**config.mk**
```make
export PLATFORM = sky130hd
export DESIGN_NAME = hazard_forward_ctrl
export DESIGN_NICKNAME = d
export VERILOG_FILES = /design/src/rtl/hazard_forward_ctrl.sv
export SDC_FILE = /design/constraint.sdc
export NUM_CORES = 1
export LEC_CHECK = 0
export CAP_MARGIN = 20
export CELL_PAD_IN_SITES_DETAIL_PLACEMENT = 1
export CELL_PAD_IN_SITES_GLOBAL_PLACEMENT = 1
export CORE_ASPECT_RATIO = 0.7
export CORE_MARGIN = 5
export CORE_UTILIZATION = 35
export DETAILED_ROUTE_END_ITERATION = 12
export PLACE_DENSITY_LB_ADDON = 0.2
export REMOVE_ABC_BUFFERS = 1
export SETUP_SLACK_MARGIN = 0.02
export SLEW_MARGIN = 20
export SYNTH_ARGS = -nofsm -noshare
export SYNTH_HDL_FRONTEND = slang
export SYNTH_SLANG_ARGS = --single-unit
```
**constraint.sdc**
```tcl
create_clock -name clk -period 2.3 [get_ports clk]
set_clock_uncertainty 0.1 [all_clocks]
set_input_delay 0.46 -clock clk [delete_from_list [all_inputs] [get_ports clk]]
set_output_delay 0.46 -clock clk [all_outputs]
set_load 0.01 [all_outputs]
```
**src/rtl/hazard_forward_ctrl.sv**
```systemverilog
// ID-stage hazard and forwarding scheduler for the 16-bit 5-stage pipeline.
// Shadows the EX/MEM/WB destinations, selects operand sources, stalls on load-use.
module hazard_forward_ctrl #(
  parameter int REG_BITS  = 3,
  parameter bit ZERO_HARD = 1'b1,
  parameter int CNT_W     = 16
) (
  input  logic                clk,
  input  logic                reset,
  input  logic                id_valid,
  input  logic                id_useA,
  input  logic                id_useB,
  input  logic [REG_BITS-1:0] id_RA,
  input  logic [REG_BITS-1:0] id_RB,
  input  logic                id_RegWr,
  input  logic                id_MemRd,
  input  logic [REG_BITS-1:0] id_Rd,
  input  logic                flush,
  output logic [1:0]          ForwardA,
  output logic [1:0]          ForwardB,
  output logic                stall,
  output logic                bubble,
  output logic [CNT_W-1:0]    stall_cnt,
  output logic [CNT_W-1:0]    bubble_cnt
);

  typedef struct packed {
    logic                v;
    logic                reg_wr;
    logic                mem_rd;
    logic [REG_BITS-1:0] rd;
  } sb_entry_t;

  typedef enum logic [1:0] {
    SRC_REGFILE = 2'd0,
    SRC_EX      = 2'd1,
    SRC_MEM     = 2'd2,
    SRC_WB      = 2'd3
  } fwd_src_e;

  sb_entry_t ex_q, mem_q, wb_q;

  logic ex_a, mem_a, wb_a;
  logic ex_b, mem_b, wb_b;
  logic stall_int, bubble_int;
  fwd_src_e fwd_a, fwd_b;

  function automatic logic producer_match(input sb_entry_t s, input logic use_x,
                                          input logic [REG_BITS-1:0] rx, input logic valid);
    return s.v & s.reg_wr & use_x & valid & (s.rd == rx) & !(ZERO_HARD && (rx == '0));
  endfunction

  // Nearest producer wins; a load still in EX has no result to forward yet.
  function automatic fwd_src_e select_src(input logic ex_m, input logic ex_load,
                                          input logic mem_m, input logic wb_m);
    if (ex_m && !ex_load) return SRC_EX;
    else if (mem_m)       return SRC_MEM;
    else if (wb_m)        return SRC_WB;
    else                  return SRC_REGFILE;
  endfunction

  always_comb begin
    ex_a  = producer_match(ex_q,  id_useA, id_RA, id_valid);
    mem_a = producer_match(mem_q, id_useA, id_RA, id_valid);
    wb_a  = producer_match(wb_q,  id_useA, id_RA, id_valid);
    ex_b  = producer_match(ex_q,  id_useB, id_RB, id_valid);
    mem_b = producer_match(mem_q, id_useB, id_RB, id_valid);
    wb_b  = producer_match(wb_q,  id_useB, id_RB, id_valid);

    stall_int  = !flush & (ex_a | ex_b) & ex_q.mem_rd;
    bubble_int = stall_int | flush | !id_valid;

    fwd_a = SRC_REGFILE;
    fwd_b = SRC_REGFILE;
    if (!stall_int) begin
      fwd_a = select_src(ex_a, ex_q.mem_rd, mem_a, wb_a);
      fwd_b = select_src(ex_b, ex_q.mem_rd, mem_b, wb_b);
    end
  end

  // NOTE: reset is asynchronous, so the combinational outputs are gated by it too;
  // otherwise bubble would follow !id_valid while the block is held in reset.
  always_comb begin
    ForwardA = 2'd0;
    ForwardB = 2'd0;
    stall    = 1'b0;
    bubble   = 1'b0;
    if (!reset) begin
      ForwardA = fwd_a;
      ForwardB = fwd_b;
      stall    = stall_int;
      bubble   = bubble_int;
    end
  end

  // NOTE: all state uses non-blocking assignments so the WB<=MEM<=EX shift reads
  // the pre-edge values of every entry.
  always_ff @(posedge clk or posedge reset) begin
    if (reset) begin
      ex_q  <= '0;
      mem_q <= '0;
      wb_q  <= '0;
    end else begin
      wb_q  <= mem_q;
      mem_q <= ex_q;
      if (bubble_int) ex_q <= '0;
      else            ex_q <= '{v: id_valid, reg_wr: id_RegWr, mem_rd: id_MemRd, rd: id_Rd};
    end
  end

  always_ff @(posedge clk or posedge reset) begin
    if (reset) begin
      stall_cnt  <= '0;
      bubble_cnt <= '0;
    end else begin
      if (stall_int && (stall_cnt != '1))   stall_cnt  <= stall_cnt + CNT_W'(1);
      if (bubble_int && (bubble_cnt != '1)) bubble_cnt <= bubble_cnt + CNT_W'(1);
    end
  end

endmodule
```
[Word level (Yosys, flattened, before mapping)]
Cells that the tools add are included.
Storage, ports and cells
  flip-flop bits (word level): 48
  input bits: 17
  output and inout bits: 38
  logic and storage cells: 78
Operators by class
  add/subtract/negate cells: 2
  equal/unequal tests: 8
  multiplexer cells: 13
  bitwise gates (word level): 32
  reductions and logical operators: 11
Operators with widths (count)
  $add A16 B1 Y16 const B: 2
  $ne A16 B16 Y1 const B: 2
  $and A1 B1 Y1: 29
  $mux W2: 10
  $eq A3 B3 Y1: 6
  $logic_not A3 Y1: 2
  $mux W6: 1
  $logic_not A1 Y1: 5
  $logic_and A1 B1 Y1: 4
  $or A1 B1 Y1: 3
  $mux W1: 2

[Longest topological paths before layout]
  depth after elaboration: 11
  gate-level depth with buffers: 8
  depth with buffers taken out: 7

[Worst setup path after synthesis]
Ideal clock, no wire load.
  path kind: in2out
  from: input port id_RB[2]
  to: output port bubble
  arrival: 1935 ps
  data required time: 1740 ps
  slack: -195 ps
  stages: 8
  path buffers: 2
  path through: buf_2 or3b_1 a211oi_2 o21ai_2 a21oi_4 buf_6 nor2_1 nor2_1
Between the ends
  longest elaborated chain between the ends: 9
  elaborated cells on any way between the ends: 11
  classes of those cells: eq/ne: 1; mux: 1; bitwise: 7; reduce/logical: 2
RTL lines
  start, declared: RTL line 14  | input logic [REG_BITS-1:0] id_RB,
  $eq A3 B3 Y1 / $logic_not A3 Y1 (equally long branches): RTL line 50  | return s.v & s.reg_wr & use_x & valid & (s.rd == rx) & !(ZERO_HARD && (rx == '0));
  $and A1 B1 Y1 / $logic_not A1 Y1 (equally long branches): RTL line 50
  $and A1 B1 Y1 *: RTL line 50
  $or A1 B1 Y1 *: RTL line 70  | stall_int = !flush & (ex_a | ex_b) & ex_q.mem_rd;
  $and A1 B1 Y1 * (2 in series): RTL line 70
  $or A1 B1 Y1 * (2 in series): RTL line 71  | bubble_int = stall_int | flush | !id_valid;
  $mux W1 *: RTL line 88  | if (!reset) begin
  end, declared: RTL line 22  | output logic bubble,
Mark *: on every way between the ends. The rest lies on a longest branch, timed or not.

[Worst setup path after layout]
  from: input port id_valid
  to: output port ForwardA[0]
Between the ends
  longest elaborated chain between the ends: 8
  elaborated cells on any way between the ends: 21
  classes of those cells: mux: 5; bitwise: 15; reduce/logical: 1
RTL lines
  start, declared: RTL line 10  | input logic id_valid,
  $and A1 B1 Y1 (3 in series): RTL line 50
  $mux W2 / $or A1 B1 Y1 (equally long branches): RTL line 58, 70
  $mux W2 / $and A1 B1 Y1 (equally long branches): RTL line 57, 70
  $mux W2 / $and A1 B1 Y1 (equally long branches): RTL line 56, 70
  $mux W2 *: RTL line 75  | if (!stall_int) begin
  $mux W2 *: RTL line 88
  end, declared: RTL line 19  | output logic [1:0] ForwardA,
Marked as above.

==> metrics.md <==
| Metric | Value |
|---|---|
| Source-to-sink clock delay at the later pin of the worst-skew pair | `0.30 ns` |
| Count of cells along the worst hold path | `0` |
| Total CTS buffers | `5` |
| Clock tree from TritonCTS | `built` |
| Non-filler cells, final | `approximately 420` |
| Buffers from clock root to sink, at most | `2` |
| H-tree levels | `2` |
| Total GRT Usage | `roughly 16%` |
| Slew HR | `slightly below 60%` |
| Maximum Capacitance Violations | `0` |
| Ys flop type | `sky130_fd_sc_hd__dfrtp_1` |
| Number of synthesized register bits | `48` |
| Critical path's largest stage delay | `~0.47 ns` |
| Detail Route Antenna Nets | `0` |
| Largest area contributor in the synthesized netlist | `sky130_fd_sc_hd__dfrtp_1` |
| Register-to-register setup slack | `-0.20 ns` |
| Endpoint kind of the worst setup timing path | `output port` |
| Crit path max-delay cell type | `sky130_fd_sc_hd__clkdlybuf4s50_1` |
| Number of global-route vias before repair | `between 2,000 and 2,500` |
| Diodes inserted | `0` |
| Worst Slack Setup Final | `-0.360 ns` |
| Number of unique standard cell types used by synthesis | `43` |
| Final Setup Violations | `24` |
| Cells traversed along the worst timing path | `clkdlybuf4s50_1 > buf_4 > nand2_1 > nor3_2 > o21ai_2 > a21oi_4 > or2_4 > o21ba_4 > buf_6` |
| Core region area | `a little under 7000 µm²` |
| Reg clk slew, reported paths | `about 0.08 ns` |
| Critical Path AT | `around 2.1 ns` |
| Violations in the final reports | `negative setup slack` |
| Hold crit path type | `flop to flop` |
| Post-synth design cell area | `between 2000 and 2500 µm²` |
| Worst reg-to-reg path cell count | `8` |
| Gate Count Post-Synth | `240` |
| Vertical die dimension | `between 80 and 90 µm` |
| Detailed placer's ending HPWL | `between 5000 and 6000 µm` |
| Sequential share of the synthesized area | `48.2%` |
| Total Nets Final | `around 350` |
| Setup repair after global routing missed its margin | `yes` |
| Synth async-reset ratio | `100%` |
| Top cell types by occurrence after synthesis | `sky130_fd_sc_hd__dfrtp_1, sky130_fd_sc_hd__xnor2_1, sky130_fd_sc_hd__and3_1` |
| Final Critical Period | `between 2 and 3 ns` |
| Global-route congestion overflow total | `0` |
| Number of core rows | `25` |
| Final number of max-transition violations | `0` |
| Number of remaining DRC errors | `0` |
| Die Footprint | `approximately 8900 µm²` |
| Worst IR drop on VDD | `about 290 µV` |
| Pwr dens | `approximately 550 nW/µm²` |
| Post-placement cell count | `a little over 400` |
| Final weighted congestion in routability-driven placement | `~0.80` |
| Root Buffer Master | `sky130_fd_sc_hd__clkbuf_8` |
| Fraction of layout instances using a drive strength above 1 | `roughly a quarter` |
| Peak clock frequency supported by timing | `376 MHz` |
| IO Pins | `55` |
| Pin count of the biggest net entering global routing | `between 40 and 50` |
| Leakage power | `about 1.5 nW` |
| Layout area overhead | `41.6%` |
| Count of input and output buffers | `between 50 and 60` |
| Peak fanout along the critical path | `4` |
| Top-area cell type share of the netlist area | `48.2%` |
| Count of yosys warnings during synthesis | `0` |
| Cell with the most instances after synthesis | `sky130_fd_sc_hd__dfrtp_1` |
| Routed wire length per instance | `roughly 16 µm` |
| Tightest Pin Transition | `around 0.61 ns` |
| Mean instance size in the synthesized netlist | `just over 10 µm²` |
| Crit path kind | `primary input to output port` |
| Top cells by area, synth | `sky130_fd_sc_hd__dfrtp_1, sky130_fd_sc_hd__xnor2_1, sky130_fd_sc_hd__and3_1, sky130_fd_sc_hd__nand3_1, sky130_fd_sc_hd__nand4_1` |
| Launching element type of the critical path | `primary input` |
| Wire length after detailed routing | `6900 µm` |
| Initial antenna violation count | `0` |
| Number of enable flip-flop cells after synthesis | `0` |
| Wire length of the first global-routing pass | `around 11,000 µm` |
| Pre-antenna DRT Iters | `4` |
| Outcome | `complete, but fails checks` |
| First-iteration detailed-routing DRC count | `50` |
| Via total after detailed routing | `~2,100` |
| Clock tree sinks | `48` |
| Floorplan die width | `approximately 110 µm` |
| Average via count per standard cell | `slightly above 5` |
| Setup slack at placement | `-1.02 ns` |
| Final hold viol count | `0` |
| Initial core utilization | `between 30% and 40%` |
| Required time at the worst-slack endpoint | `~1.7 ns` |
| Crit share post-route | `116%` |
## cell families (layout without fill, tap and decap cells)
family,after synthesis,in the layout,synth area share (%)
fa+ha+maj,2,2,1.00
xor+xnor,38,38,13.4
flops,48,48,48.2
simple gates,98,98,21.7
buf+inv,13,101,2.71
compound gates,37,37,11.2
mux,4,4,1.81
## critical path: cells and delay by family
family,cells,cell delay [ns]
compound gates,3,0.42
buf+inv,3,0.69
simple gates,3,0.51
## timing repair
action                     in CTS  in global routing
resized for setup              45                 16
setup endpoints to repair      37                 37
buffers inserted                6                  2
hold endpoints to repair        0                  0
pin swaps                      11                  9
hold buffers                    0                  0
## cell usage in the layout, fill, tap and decap left out, drive strengths merged, types with 2 or more instances in the layout
cell type	count
a211oi	4
a21oi	5
and2	9
and3	21
buf	44
clkbuf	6
clkdlybuf4s15	2
clkdlybuf4s50	43
dfrtp	48
dlygate4sd2	2
ha	2
inv	2
mux2	4
nand2	13
nand2b	5
nand3	13
nand4	9
nor2	13
nor2b	3
nor3	3
nor3b	4
o2111ai	3
o211ai	7
o21a	2
o21ai	7
o31ai	2
or2	2
or3b	2
xnor2	33
xor2	5
## area by class of cell
type / instances / area (µm²)
clock buffer: 5 / 68.8
clock inverter: 2 / 12.5
fill: 745 / 3320
inverter: 2 / 7.51
multi-input combinational: 179 / 1300
sequential: 48 / 1200
tap: 94 / 118
timing repair buffer: 92 / 820
## registers in the layout, summed over array words and instances, names as in the netlist
| register | cells |
|---|---|
| stall_cnt | 16 |
| wb_q | 5 |
| bubble_cnt | 16 |
| mem_q | 5 |
| ex_q | 6 |
## per-layer routing
metal / global-route usage [%] / wire length (µm) / vias to the layer above
li1: - / - / 1026
met1: 22.0 / 3460 / 1077
met2: 25.4 / 3160 / 30
met3: 3.77 / 208 / 7
met4: 4.06 / 65 / 0
met5: 0 / 0 / -
## power by group
part,switching (mW),leakage (nW),internal (mW)
logic,0.183,0.843,0.265
registers,0.0992,0.642,0.921
clock network,0.274,0.0400,0.206
## path summary, 6_finish.rpt
path,startpoint,endpoint
hold reg to reg,mem_q[5]$_DFF_PP0_,wb_q[5]$_DFF_PP0_
setup reg to reg,ex_q[2]$_DFF_PP0_,bubble_cnt[1]$_DFFE_PP0P_
max in group asynchronous,reset,ex_q[2]$_DFF_PP0_
setup / recovery,id_valid,ForwardA[0]
min in group asynchronous,reset,mem_q[0]$_DFF_PP0_
hold / removal,mem_q[5]$_DFF_PP0_,wb_q[5]$_DFF_PP0_
## per-stage QoR
stage	instance area, µm²	hold WS [ns]	power (mW)	util, %	TNS [ns]
floorplan	2430	0.247	1.22	-	-1.67
global placement	3320	0.253	1.47	48.5	-19.85
detailed placement	3320	0.255	1.48	48.5	-21.84
CTS	3470	0.278	1.98	50.6	-3.09
global route	3530	0.279	2.06	51.5	-6.60
finish	3530	0.274	1.95	51.5	-2.97
Note: power is estimated with default switching activity, not from simulation.
